--- config.mk ---
export PLATFORM = sky130hd
export DESIGN_NAME = spi_peripheral
export DESIGN_NICKNAME = d
export VERILOG_FILES = /design/src/rtl/spi_peripheral.sv
export SDC_FILE = /design/constraint.sdc
export NUM_CORES = 1
export LEC_CHECK = 0
export ABC_AREA = 1
export CELL_PAD_IN_SITES_DETAIL_PLACEMENT = 1
export CELL_PAD_IN_SITES_GLOBAL_PLACEMENT = 1
export CORE_ASPECT_RATIO = 1.2
export CORE_MARGIN = 2
export CORE_UTILIZATION = 40
export DETAILED_ROUTE_END_ITERATION = 7
export PLACE_DENSITY = 0.82
export SYNTH_ARGS = -nofsm -noshare
export SYNTH_HDL_FRONTEND = slang
export SYNTH_SLANG_ARGS = --single-unit
--- constraint.sdc ---
create_clock -name clk -period 2.6 [get_ports clk]
set_input_delay 0.39 -clock clk [delete_from_list [all_inputs] [get_ports clk]]
set_output_delay 0.39 -clock clk [all_outputs]
set_load 0.01 [all_outputs]
--- src/rtl/spi_peripheral.sv ---
// spi_peripheral: SPI mode-0 peripheral writing five 8-bit registers from 16-bit R/W+addr+data frames.
// Define SPI_READBACK_EN to return the addressed register on cipo during read frames.
module spi_peripheral #(
    parameter int         SYNC_STAGES = 2,
    parameter logic [6:0] MAX_ADDR    = 7'h04
) (
    input  logic       clk,
    input  logic       rst_n,
    input  logic       sclk,
    input  logic       copi,
    input  logic       ncs,
    output logic       cipo,
    output logic [7:0] en_reg_out_7_0,
    output logic [7:0] en_reg_out_15_8,
    output logic [7:0] en_reg_pwm_7_0,
    output logic [7:0] en_reg_pwm_15_8,
    output logic [7:0] pwm_duty_cycle,
    output logic       wr_done
);
    logic [SYNC_STAGES-1:0] sclk_s, copi_s, ncs_s, flush;
    logic                   sclk_d, ncs_d, armed, active;
    logic                   sclk_q, copi_q, ncs_q, sclk_rise, ncs_fall, ncs_rise, commit;
    logic [15:0]            shreg;
    logic [4:0]             cnt;
    logic [4:0][7:0]        regs;

    assign sclk_q    = sclk_s[SYNC_STAGES-1];
    assign copi_q    = copi_s[SYNC_STAGES-1];
    assign ncs_q     = ncs_s[SYNC_STAGES-1];
    assign sclk_rise = sclk_q & ~sclk_d & ~ncs_q & active;
    // A frame only starts once ncs has been seen high after reset, so a frame cut by reset is skipped.
    assign ncs_fall  = ~ncs_q & ncs_d & armed;
    assign ncs_rise  = ncs_q & ~ncs_d;
    assign commit    = ncs_rise & active & (cnt == 5'd16) & shreg[15]
                     & (shreg[14:8] <= MAX_ADDR) & (shreg[14:8] < 7'd5);

    assign en_reg_out_7_0  = regs[0];
    assign en_reg_out_15_8 = regs[1];
    assign en_reg_pwm_7_0  = regs[2];
    assign en_reg_pwm_15_8 = regs[3];
    assign pwm_duty_cycle  = regs[4];

    always_ff @(posedge clk or negedge rst_n) begin
        if (!rst_n) begin
            sclk_s  <= '0;
            copi_s  <= '0;
            ncs_s   <= '1;
            flush   <= '0;
            sclk_d  <= 1'b0;
            ncs_d   <= 1'b1;
            armed   <= 1'b0;
            active  <= 1'b0;
            shreg   <= '0;
            cnt     <= '0;
            regs    <= '0;
            wr_done <= 1'b0;
        end else begin
            sclk_s  <= {sclk_s[SYNC_STAGES-2:0], sclk};
            copi_s  <= {copi_s[SYNC_STAGES-2:0], copi};
            ncs_s   <= {ncs_s[SYNC_STAGES-2:0], ncs};
            flush   <= {flush[SYNC_STAGES-2:0], 1'b1};
            sclk_d  <= sclk_q;
            ncs_d   <= ncs_q;
            armed   <= armed | (flush[SYNC_STAGES-1] & ncs_q);
            wr_done <= commit;
            if (ncs_fall) begin
                active <= 1'b1;
                shreg  <= '0;
                cnt    <= '0;
            end else if (sclk_rise && cnt != 5'd16) begin
                shreg <= {shreg[14:0], copi_q};
                cnt   <= cnt + 5'd1;
            end
            if (ncs_rise)
                active <= 1'b0;
            for (int i = 0; i < 5; i++)
                if (commit && shreg[14:8] == 7'(i))
                    regs[i] <= shreg[7:0];
        end
    end

`ifdef SPI_READBACK_EN
    logic       sclk_fall, rd;
    logic [7:0] tx, rd_val;

    assign sclk_fall = ~sclk_q & sclk_d & ~ncs_q & active;

    always_comb begin
        rd_val = '0;
        for (int i = 0; i < 5; i++)
            if (shreg[6:0] == 7'(i) && shreg[6:0] <= MAX_ADDR)
                rd_val = regs[i];
    end

    // After 8 bits the R/W flag sits in shreg[7] and the address in shreg[6:0].
    always_ff @(posedge clk or negedge rst_n) begin
        if (!rst_n) begin
            cipo <= 1'b0;
            tx   <= '0;
            rd   <= 1'b0;
        end else if (ncs_q) begin
            cipo <= 1'b0;
            rd   <= 1'b0;
        end else if (sclk_fall && cnt == 5'd8 && !shreg[7]) begin
            cipo <= rd_val[7];
            tx   <= {rd_val[6:0], 1'b0};
            rd   <= 1'b1;
        end else if (sclk_fall && rd && cnt < 5'd16) begin
            cipo <= tx[7];
            tx   <= {tx[6:0], 1'b0};
        end
    end
`else
    assign cipo = 1'b0;
`endif
endmodule

* Word-level counts from Yosys, hierarchy flattened
Cells that the tools add are included.
Widths: inputs -> output; s select.
** Cells by class
- $add $sub $neg :: 1
- $lt $le $gt $ge :: 2
- Eq/ne operators :: 6
- Multiplexer cells :: 6
- Bitwise logic cells :: 16
- Reductions and logical operators :: 9
** Operators by type and width (number)
- $mux 16 :: 2
- $eq 7x2->1 const B :: 2
- $and 1x1->1 :: 12
- $mux 5 :: 2
- $eq 7x1->1 const B :: 1
- $eq 7x3->1 const B :: 1
- $le 7x3->1 const B :: 1
- $logic_not 7->1 :: 1
- $lt 7x3->1 const B :: 1
- $logic_and 1x1->1 :: 6
- $add 5x1->5 const B :: 1
- $eq 5x5->1 const B :: 1
- $ne 5x5->1 const B :: 1
- $reduce_bool 2->1 :: 2
- $not 1->1 :: 3
- $mux 1 :: 2
- $or 1x1->1 :: 1
** Word-level totals
- Register bits after elaboration :: 74
- Bits of input ports :: 5
- Output and inout port bits :: 42
- Logic and storage cells :: 56

* Longest topological paths before layout
Gate-level depths: netlist (run 1).
- Depth after elaboration :: 8
- Mapped depth :: 11
- Mapped depth without buffers :: 10

* Worst setup path after synthesis (run 1)
Ideal clock, no wire load.
- Kind :: reg2reg
- From :: reg cnt[0]
- To :: reg regs (netlist bit en_reg_out_15_8[1])
- Setup time :: 0.117 ns
- Arrival time :: 1.380 ns
- Data required time :: 2.483 ns
- Path slack :: 1.103 ns
- Stages on the path, launching flop included :: 10
- Buffers on the path :: 0
- Clock period less this slack :: 1.497 ns
- Cell sequence :: dfrtp_1 > inv_1 > ha_1 > nand2_1 > inv_2 > nand2_2 > nor3_4 > nand3_4 > nand2_1 > nand2_1
** On the way
- Cells in the longest elaborated chain, start to end :: 6
** Ends and longest elaborated chain
- start, declared :: line 24 : logic [4:0] cnt;
- start signal, assigned :: line 72 : cnt <= cnt + 5'd1;
- $eq 5x5->1 :: line 34 : assign commit = ncs_rise & active & (cnt == 5'd16) & shreg[15]
- $and 1x1->1 (2 in series) :: line 34
- $and 1x1->1 (2 in series) :: line 35 : & (shreg[14:8] <= MAX_ADDR) & (shreg[14:8] < 7'd5);
- $logic_and 1x1->1 :: line 77 : if (commit && shreg[14:8] == 7'(i))
- end signal, assigned by index :: line 78 : regs[i] <= shreg[7:0];
- end, declared :: line 25 : logic [4:0][7:0] regs;
No other way between the ends.
A chain may end at the register's enable or synchronous reset.

* Worst setup path after layout (run 1)
- From :: reg ncs_d
- To :: reg cnt[2]
** On the way
- Cells in the longest elaborated chain, start to end :: 3
- Elaborated cells on any way between the ends :: 4
- Classes of those cells :: 1 x mux; 2 x bitwise; 1 x reduce/logical
** Ends and longest elaborated chain
- start, declared :: line 21 : logic sclk_d, ncs_d, armed, active;
- start signal, assigned :: line 63 : ncs_d <= ncs_q;
- $and 1x1->1 (*) (2 in series) :: line 32 : assign ncs_fall = ~ncs_q & ncs_d & armed;
- $mux 5 / $reduce_bool 2->1 (equally long branches)
Every way passes the cells marked *; elsewhere a longest branch is shown, timed or not.

==> qor.csv, run 1 <==
stage;metric;value;unit
clock_tree;CTS Hold Bufs;0;
synth;Mapped Nets;337;
timing;Slew @ Worst Pin;778;ps
route;# DRC;0;
route;Final ANT Viol Nets;0;
timing;final setup fails;0;
layout;Post-layout nets;382;
clock_tree;insertion delay to the later sink of the worst-skew pair;350;ps
setup_path;crit path max fanout;21;
setup_path;CP Capture Type;flip-flop;
synth;mapped cell area;3130;um^2
timing;final hold vios;0;
global_route;first-pass GRT wire length;13000;um
layout;diode count;0;
synth;Avg Cell Area, Syn;9.49;um^2
worst_hold_path;worst hold path class;input port to asynchronous set/reset pin;
timing;Final period util;75.4;%
global_route;grt total ovfl;0;
route;WL final;7560;um
setup_path;reg2reg start;ncs_d$_DFF_PN1_;
setup_path;Critical Path, Cell by Cell;inv_2 > nor3_1 > inv_2 > nand2_1 > nand2_1 > a21oi_1;
clock_tree;clk sinks;74;
setup_path;Worst path max stage delay;530;ps
power;Static Leak;1.89;nW
global_route;vias in the first global route;2634;
setup_path;R2R setup slack;640;ps
clock_tree;# resized after CTS;0;
outcome;status;complete, no violations;
clock_tree;CTS buffer count;9;
route;vias;2496;
floorplan;Initial Utilization;41.1;%
setup_path;critical path arrival;2240;ps
synth;Distinct cells, synth;27;
power;Max VDD drop;369;uV
timing;RSZ-0062 raised after global routing;false;
setup_path;slowest CP cell;dfstp_2;
placed_design;Inst Count DP;456;
setup_path;Critical Path Stages;6;
setup_path;crit path from;ncs_d$_DFF_PN1_;
clock_tree;clk slew on worst S/H paths;80;ps
route;drt pass-1 iters;4;
timing;number of max-slew violations in the final report;0;
global_route;gr usage total;19.6;%
clock_tree;Clock Tree Buf Depth;2;
floorplan;die height;101;um
layout;filler instances;875;
synth;sequential area share after synthesis;59.2;%
clock_tree;root buf cell;clkbuf_8;
layout;layout cells sized above 1;11.1;%
setup_path;WP data required;2880;ps
timing;Final Skew;13.8;ps
setup_path;CP Launch Type;flip-flop;
clock_tree;post-CTS setup buffers;0;
setup_path;kind of cell adding the most delay to the critical path;simple AND/OR/NAND/NOR gates;
clock_tree;H-Tree Depth;3;
floorplan;FP Rows;35;
floorplan;Die W;84.8;um
synth;Syn. warnings;0;
route;First DRT Iteration DRCs;82;
synth;Mapped Cells;330;
floorplan;core area;7620;um^2
timing;clock period minus worst slack;1960;ps
flow_run;max_cap viols;0;
timing;setup tns final;0;ps
floorplan;Ports;47;
global_route;initial antenna violation count;0;
clock_tree;CTS tree;yes;
setup_path;WS Path Type;flip-flop to flip-flop;
global_route;largest net degree at the start of global routing;47;
setup_path;CP bufs+invs;2;
power;PD cells;610;nW/um^2
route;Vias per Instance;5.29;
layout;Layout area overhead;24.0;%
timing;Slew HR;48.0;%
layout;Non-Filler Instances;472;
setup_path;R2R Path End;cnt[2]$_DFFE_PN0P_;
route;wire length per cell;16.0;um
placed_design;GPL Wtd Cong;0.801;
floorplan;Die ar.;8560;um^2
setup_path;crit path capture;cnt[2]$_DFFE_PN0P_;
setup_path;R2R depth;6;
timing;maximum clock rate;510;MHz
synth;Yosys reg bits;74;
placed_design;HPWL after DPL;5270;um
placed_design;# port buffers;45;
==> layer usage <==
metal	wire, um	track usage [%]	up-vias
met1	2910	22.9	1238
met5	0	0	-
li1	-	-	1179
met4	164	8.42	0
met3	353	3.19	15
met2	4130	35.4	64
==> layout by cell type (no fill, tap or decap), types with 2 or more instances in the layout <==
cell             instances
nand2_1                 98
dfrtp_1                 71
clkdlybuf4s50_1         44
nand4_1                 34
inv_1                   24
nand3_1                 22
o21ai_0                 16
o21ai_1                 10
clkbuf_8                10
nor2_1                   9
nor2_2                   5
inv_2                    4
nor2_4                   3
a21oi_1                  3
bufinv_16                3
dfstp_2                  3
nand2_2                  2
nor3_1                   2
nand3_4                  2
ha_1                     2
conb_1                   2
==> registers in the layout (all words and copies together), names as in the netlist, 5 cells and up <==
| register | count |
|---|---|
| en_reg_out_15_8 | 8 |
| pwm_duty_cycle | 8 |
| en_reg_pwm_7_0 | 8 |
| shreg | 16 |
| en_reg_out_7_0 | 8 |
| en_reg_pwm_15_8 | 8 |
| cnt | 5 |
==> metrics by stage <==
step | setup slack, ps | utilization (%) | area, um^2 | hold WS [ps] | power, mW
2_1_floorplan | 1100 | - | 3130 | 94.4 | 1.23
3_3_place_gp | 765 | 47.7 | 3630 | 334 | 1.27
3_5_place_dp | 676 | 47.7 | 3630 | 343 | 1.28
4_1_cts | 655 | 51.0 | 3880 | 82.6 | 2.39
5_1_grt | 498 | 51.0 | 3880 | 107 | 2.45
6_report | 639 | 51.0 | 3880 | 60.5 | 2.37
==> area by class of cell <==
type	count	area (um^2)	area share, %
Sequential cell	74	1860	47.8
Multi-Input combinational cell	214	1070	27.5
Timing Repair Buffer	47	473	12.2
Clock buffer	10	138	3.54
Inverter	29	123	3.16
Tap cell	92	115	2.96
Clock inverter	6	113	2.90
==> cells by family after synthesis <==
| group | count (synthesis) | synth area share (%) |
|---|---|---|
| AOI/OAI and AO/OA | 29 | 4.63 |
| adders and majority gates | 2 | 0.799 |
| buffers and inverters | 42 | 6.67 |
| DFF | 74 | 59.2 |
| other | 2 | 0.240 |
| and+or+nand+nor | 181 | 28.4 |
==> where the power goes <==
| group | switching (mW) | internal (mW) |
|---|---|---|
| clock network | 0.444 | 0.667 |
| registers | 0.0186 | 1.17 |
| logic | 0.0537 | 0.0171 |
| total | 0.517 | 1.85 |
==> cell usage after synthesis, drive strengths merged <==
cell / number / area, um^2
dfstp: 3 / 78.8
nand3b: 1 / 11.3
conb: 2 / 7.51
ha: 2 / 25.0
a21oi: 3 / 15.0
dfrtp: 71 / 1780
clkbuf: 2 / 7.51
nor3: 3 / 26.3
and3: 1 / 6.26
inv: 28 / 105
nor2: 17 / 98.8
nand4: 34 / 213
nand2: 100 / 380
bufinv: 1 / 17.5
o21ai: 26 / 130
buf: 11 / 78.8
nand3: 25 / 155
==> worst min-delay path by stage <==
stage / from / to / slack (ps) / depth (start not counted)
finish: rst_n / en_reg_pwm_7_0[1]$_DFFE_PN0P_ / 60 / 1
global route: rst_n / en_reg_pwm_7_0[1]$_DFFE_PN0P_ / 110 / 1
CTS: rst_n / en_reg_pwm_7_0[5]$_DFFE_PN0P_ / 80 / 1
detailed placement: copi_s[0]$_DFF_PN0_ / copi_s[1]$_DFF_PN0_ / 340 / 0
global placement: sclk_s[0]$_DFF_PN0_ / sclk_s[1]$_DFF_PN0_ / 330 / 0
floorplan: rst_n / active$_DFFE_PN0P_ / 90 / 0
Power figures use the tool's default switching activity.
==> run 2: changes to the inputs <==
==> constraint.sdc (replaced) <==
create_clock -name clk -period 2.04 [get_ports clk]
set_input_delay 0.306 -clock clk [delete_from_list [all_inputs] [get_ports clk]]
set_output_delay 0.306 -clock clk [all_outputs]
set_load 0.01 [all_outputs]
==> qor.csv, run 2 (synthesis results as in run 1) <==
stage;metric;value;unit
outcome;status;complete, no violations;
placed_design;# port buffers;45;
route;First DRT Iteration DRCs;162;
floorplan;die height;101;um
setup_path;R2R setup slack;270;ps
setup_path;Top cell by count, worst path;nand2_1;
timing;Final period util;86.6;%
flow_run;max_cap viols;0;
power;Max VDD drop;369;uV
floorplan;Ports;47;
placed_design;HPWL after DPL;5120;um
floorplan;Die W;84.8;um
layout;layout cells sized above 1;11.7;%
timing;final hold vios;0;
clock_tree;root buf cell;clkbuf_8;
timing;number of max-slew violations in the final report;0;
route;Vias per Instance;5.17;
layout;final core utilization;51.7;%
clock_tree;insertion delay to the later sink of the worst-skew pair;350;ps
layout;commonest non-fill, non-tap cell in the layout;nand2_1;
worst_hold_path;WHS Path Cells;0;
clock_tree;Clock Tree Buf Depth;2;
floorplan;Die ar.;8560;um^2
setup_path;WP data required;2310;ps
setup_path;slowest CP cell;dfrtp_1;
route;WL met3;241;um
worst_hold_path;Worst Min Path Start;ncs_s[0]$_DFF_PN1_;
setup_path;Worst path max stage delay;390;ps
placed_design;Inst Count DP;458;
layout;Layout area overhead;25.8;%
route;WL final;7490;um
route;Final ANT Viol Nets;0;
clock_tree;H-Tree Depth;3;
route;# DRC;0;
setup_path;critical path arrival;2030;ps
worst_hold_path;worst hold path class;flip-flop to flip-flop;
setup_path;crit path max fanout;15;
route;wire length on met2;3940;um
setup_path;kind of cell adding the most delay to the critical path;simple AND/OR/NAND/NOR gates;
global_route;first-pass GRT wire length;12900;um
timing;Final Skew;11.0;ps
setup_path;WS Path Type;flip-flop to flip-flop;
timing;RSZ-0062 raised after global routing;false;
global_route;grt total ovfl;0;
global_route;largest net degree at the start of global routing;75;
worst_hold_path;Hold Path End;ncs_s[1]$_DFF_PN1_;
setup_path;Critical Path, Cell by Cell;inv_1 > ha_1 > nand2_1 > inv_2 > nand2_2 > nand2_1 > nand2_2 > nand2_1 > a21oi_1;
global_route;vias in the first global route;2564;
placed_design;GPL Wtd Cong;0.807;
setup_path;R2R depth;9;
layout;diode count;0;
setup_path;CP Launch Type;flip-flop;
route;Highest Signal Layer;met4;
floorplan;FP Rows;35;
clock_tree;clk sinks;74;
route;vias;2457;
global_route;gr usage total;19.2;%
clock_tree;CTS tree;yes;
floorplan;core area;7620;um^2
setup_path;R2R Path End;cnt[2]$_DFFE_PN0P_;
clock_tree;CTS buffer count;9;
power;PD cells;785;nW/um^2
layout;filler instances;859;
layout;most frequent cells in the layout;nand2_1 (97), dfrtp_1 (71), clkdlybuf4s50_1 (44);
power;Static Leak;1.90;nW
route;M1 WL;3260;um
timing;maximum clock rate;566;MHz
floorplan;Initial Utilization;41.1;%
timing;clock period minus worst slack;1770;ps
setup_path;CP bufs+invs;2;
setup_path;CP Capture Type;flip-flop;
layout;Top reg by flops;shreg;
route;drt pass-1 iters;4;
timing;final setup fails;0;
route;wire length per cell;15.8;um
timing;setup tns final;0;ps
layout;max FFs per register;16;
clock_tree;clk slew on worst S/H paths;80;ps
layout;Post-layout nets;385;
global_route;initial antenna violation count;0;
setup_path;reg2reg start;cnt[0]$_DFFE_PN0P_;
layout;Non-Filler Instances;475;
[run 2: worst max path at each step]
stage / from / end / cells after the start
final: cnt[0]$_DFFE_PN0P_ / cnt[2]$_DFFE_PN0P_ / 9
after floorplan: cnt[0]$_DFFE_PN0P_ / en_reg_out_15_8[1]$_DFFE_PN0P_ / 9
after CTS: cnt[0]$_DFFE_PN0P_ / cnt[2]$_DFFE_PN0P_ / 9
after global routing: cnt[0]$_DFFE_PN0P_ / cnt[2]$_DFFE_PN0P_ / 9
after detailed placement: cnt[0]$_DFFE_PN0P_ / shreg[12]$_DFFE_PN0P_ / 8
after global placement: cnt[0]$_DFFE_PN0P_ / cnt[2]$_DFFE_PN0P_ / 9
[run 2: cell type report]
cell class	instances	area [um^2]	share of cell area, %
clock buffers	9	124	3.14
clock inverters	7	141	3.59
inverters	29	123	3.11
multi-input cells	214	1070	27.2
flip-flops and latches	74	1860	47.1
well taps	92	115	2.92
repair buffers	50	510	13.0
[run 2: report_power, final]
part / internal, mW / switching, mW / total (mW) / leakage [nW]
registers: 1.49 / 0.0237 / 1.51 / 0.998
logic: 0.0252 / 0.0669 / 0.0920 / 0.776
clock network: 0.936 / 0.554 / 1.49 / 0.129
[run 2: routing by layer]
layer,vias to the layer above,track usage (%)
met5,-,0
met4,0,5.13
met3,7,3.93
met2,46,32.8
met1,1221,25.0
li1,1183,-
[run 2: per-stage QoR]
stage / power [mW] / setup WS (ps) / cell area, um^2 / hold slack, ps
3_3_place_gp: 1.63 / 303 / 3660 / 333
2_1_floorplan: 1.57 / 543 / 3130 / 10.4
4_1_cts: 3.13 / 112 / 3940 / 352
5_1_grt: 3.22 / 30.5 / 3940 / 362
6_report: 3.09 / 274 / 3940 / 358
3_5_place_dp: 1.63 / 155 / 3660 / 349
[run 2: what timing repair did]
item	in CTS	in global routing
setup endpoints to repair	0	14
resized for setup	0	1
buffers inserted	0	0
hold buffers	1	0
endpoints found under the hold margin	39	0
[run 2: worst reg2reg max path, stage by stage, from the launching register on]
cell and delay, ps:
dfrtp_1 390, inv_1 90, ha_1 200, nand2_1 70
inv_2 40, nand2_2 120, nand2_1 240, nand2_2 320
nand2_1 90, a21oi_1 130
==> run 3: changes to the inputs <==
--- a/config.mk
+++ b/config.mk
@@ -6,6 +6,7 @@
 export NUM_CORES = 1
 export LEC_CHECK = 0
 export ABC_AREA = 1
+export CAP_MARGIN = 20
 export CELL_PAD_IN_SITES_DETAIL_PLACEMENT = 1
 export CELL_PAD_IN_SITES_GLOBAL_PLACEMENT = 1
 export CORE_ASPECT_RATIO = 1.2
@@ -13,6 +14,8 @@
 export CORE_UTILIZATION = 40
 export DETAILED_ROUTE_END_ITERATION = 7
 export PLACE_DENSITY = 0.82
+export RECOVER_POWER = 100
+export SKIP_CTS_REPAIR_TIMING = 1
 export SYNTH_ARGS = -nofsm -noshare
 export SYNTH_HDL_FRONTEND = slang
 export SYNTH_SLANG_ARGS = --single-unit
==> qor.csv, run 3 (synthesis results as in run 1) <==
stage;metric;value;unit
timing;clock period minus worst slack;1830;ps
setup_path;slowest CP cell;dfstp_2;
setup_path;CP Capture Type;flip-flop;
layout;diode count;0;
global_route;first-pass GRT wire length;12800;um
floorplan;core area;7620;um^2
timing;Slew HR;-21.1;%
placed_design;Worst Setup Slack post-DPL;155;ps
timing;maximum clock rate;547;MHz
layout;Post-layout nets;384;
setup_path;Worst path max stage delay;520;ps
route;vias;2469;
clock_tree;insertion delay to the later sink of the worst-skew pair;350;ps
setup_path;CP bufs+invs;4;
global_route;grt total ovfl;0;
layout;layout cells sized above 1;10.5;%
layout;commonest non-fill, non-tap cell in the layout;nand2_1;
clock_tree;H-Tree Depth;3;
worst_hold_path;worst hold path class;flip-flop to flip-flop;
clock_tree;CTS tree;yes;
worst_hold_path;Worst Min Path Start;sclk_s[0]$_DFF_PN0_;
power;combinational power share;2.7;%
setup_path;Critical Path, Cell by Cell;inv_1 > nor3_1 > clkinv_1 > clkbuf_2 > nand2_1 > nand2_1 > nand2_1 > inv_1;
setup_path;R2R depth;8;
timing;final hold vios;0;
clock_tree;root buf cell;clkbuf_8;
setup_path;R2R setup slack;210;ps
timing;Final period util;89.7;%
placed_design;HPWL after DPL;5120;um
setup_path;Top cell by count, worst path;nand2_1;
route;wire length per cell;15.7;um
layout;Layout area overhead;24.7;%
power;PD cells;790;nW/um^2
setup_path;crit path max fanout;20;
outcome;failing checks;max-capacitance violations, max-slew violations;
floorplan;Initial Utilization;41.1;%
timing;Final Skew;10.1;ps
setup_path;R2R Path End;shreg[0]$_DFFE_PN0P_;
setup_path;reg2reg start;ncs_d$_DFF_PN1_;
power;Max VDD drop;370;uV
setup_path;CP Launch Type;flip-flop;
outcome;status;complete, but fails checks;
route;drt pass-1 iters;4;
power;Static Leak;2.04;nW
global_route;vias in the first global route;2559;
power;clock share of power;48.3;%
layout;filler instances;862;
route;Final ANT Viol Nets;0;
global_route;largest net degree at the start of global routing;75;
timing;setup ws final;211;ps
timing;setup tns final;0;ps
layout;max FFs per register;16;
timing;RSZ-0062 raised after global routing;false;
clock_tree;Clock Tree Buf Depth;2;
setup_path;kind of cell adding the most delay to the critical path;simple AND/OR/NAND/NOR gates;
setup_path;critical path arrival;2070;ps
power;NetSw;644;uW
setup_path;WS Path Type;flip-flop to flip-flop;
clock_tree;CTS buffer count;9;
worst_hold_path;WHS Path Cells;0;
floorplan;Die ar.;8560;um^2
power;sequential power share;49.0;%
timing;Slew @ Worst Pin;1820;ps
layout;Top reg by flops;shreg;
route;First DRT Iteration DRCs;188;
power;switch share;20.9;%
placed_design;GPL Wtd Cong;0.807;
clock_tree;clk slew on worst S/H paths;70;ps
floorplan;die height;101;um
timing;final setup fails;0;
clock_tree;clk sinks;74;
power;Int Power;2.44;mW
global_route;initial antenna violation count;0;
flow_run;max_cap viols;1;
route;Vias per Instance;5.21;
route;WL final;7450;um
floorplan;FP Rows;35;
layout;most frequent cells in the layout;nand2_1 (98), dfrtp_1 (71), dlygate4sd3_1 (44);
setup_path;WP data required;2280;ps
route;# DRC;0;
placed_design;# port buffers;45;
global_route;gr usage total;19.1;%
floorplan;Ports;47;
floorplan;Die W;84.8;um
worst_hold_path;Hold Path End;sclk_s[1]$_DFF_PN0_;
timing;number of max-slew violations in the final report;75;
-- run 3: cell types whose count changed in the layout (fill, tap and decap cells not counted), moves of 2 or more --
cell	delta
clkbuf_2	+2
clkdlybuf4s50_1	-44
dlygate4sd3_1	+43
inv_2	-2
o21ai_0	+9
o21ai_1	-9
-- run 3: routing by layer --
metal  global-route usage (%)  vias to the layer above  wire length (um)  share of wire [%]
met3                     3.93                        6               230                3.1
met4                     5.13                        0                53               0.71
met5                        0                        -                 0                  0
met2                     32.6                       44              3870                 52
li1                         -                     1185                 -                  -
met1                     25.0                     1234              3290                 44
-- run 3: worst max path at each step --
stage,start,endpoint,cells past startpoint
6_report,ncs_d$_DFF_PN1_,shreg[0]$_DFFE_PN0P_,8
3_3_place_gp,cnt[0]$_DFFE_PN0P_,cnt[2]$_DFFE_PN0P_,9
2_1_floorplan,cnt[0]$_DFFE_PN0P_,en_reg_out_15_8[1]$_DFFE_PN0P_,9
3_5_place_dp,cnt[0]$_DFFE_PN0P_,shreg[12]$_DFFE_PN0P_,8
4_1_cts,cnt[0]$_DFFE_PN0P_,cnt[2]$_DFFE_PN0P_,9
5_1_grt,ncs_d$_DFF_PN1_,shreg[0]$_DFFE_PN0P_,8
-- run 3: final cells by class --
type | instances | area (um^2) | area share [%]
Tap cell | 92 | 115 | 2.95
Sequential cell | 74 | 1860 | 47.5
Clock inverter | 7 | 141 | 3.62
Clock buffer | 9 | 124 | 3.17
Multi-Input combinational cell | 214 | 1070 | 27.3
Inverter | 29 | 123 | 3.14
Timing Repair Buffer | 49 | 483 | 12.4
-- run 3: metrics by stage --
stage	power, mW	utilization [%]	area, um^2	hold WS [ps]	instances
after floorplan	1.57	-	3130	10.4	330
after global placement	1.63	48.1	3660	333	458
after detailed placement	1.63	48.1	3660	349	458
after CTS	3.13	51.5	3930	-8.75	474
after global routing	3.21	51.3	3910	369	474
final	3.09	51.3	3910	360	474
-- run 3: power by group through the flow --
stage	registers, mW	clock network, mW	logic, mW
2_1_floorplan	1.53	0	0.0428
6_report	1.51	1.49	0.0841
3_3_place_gp	1.54	0	0.0890
4_1_cts	1.51	1.52	0.0944
5_1_grt	1.51	1.60	0.0991
3_5_place_dp	1.54	0	0.0938
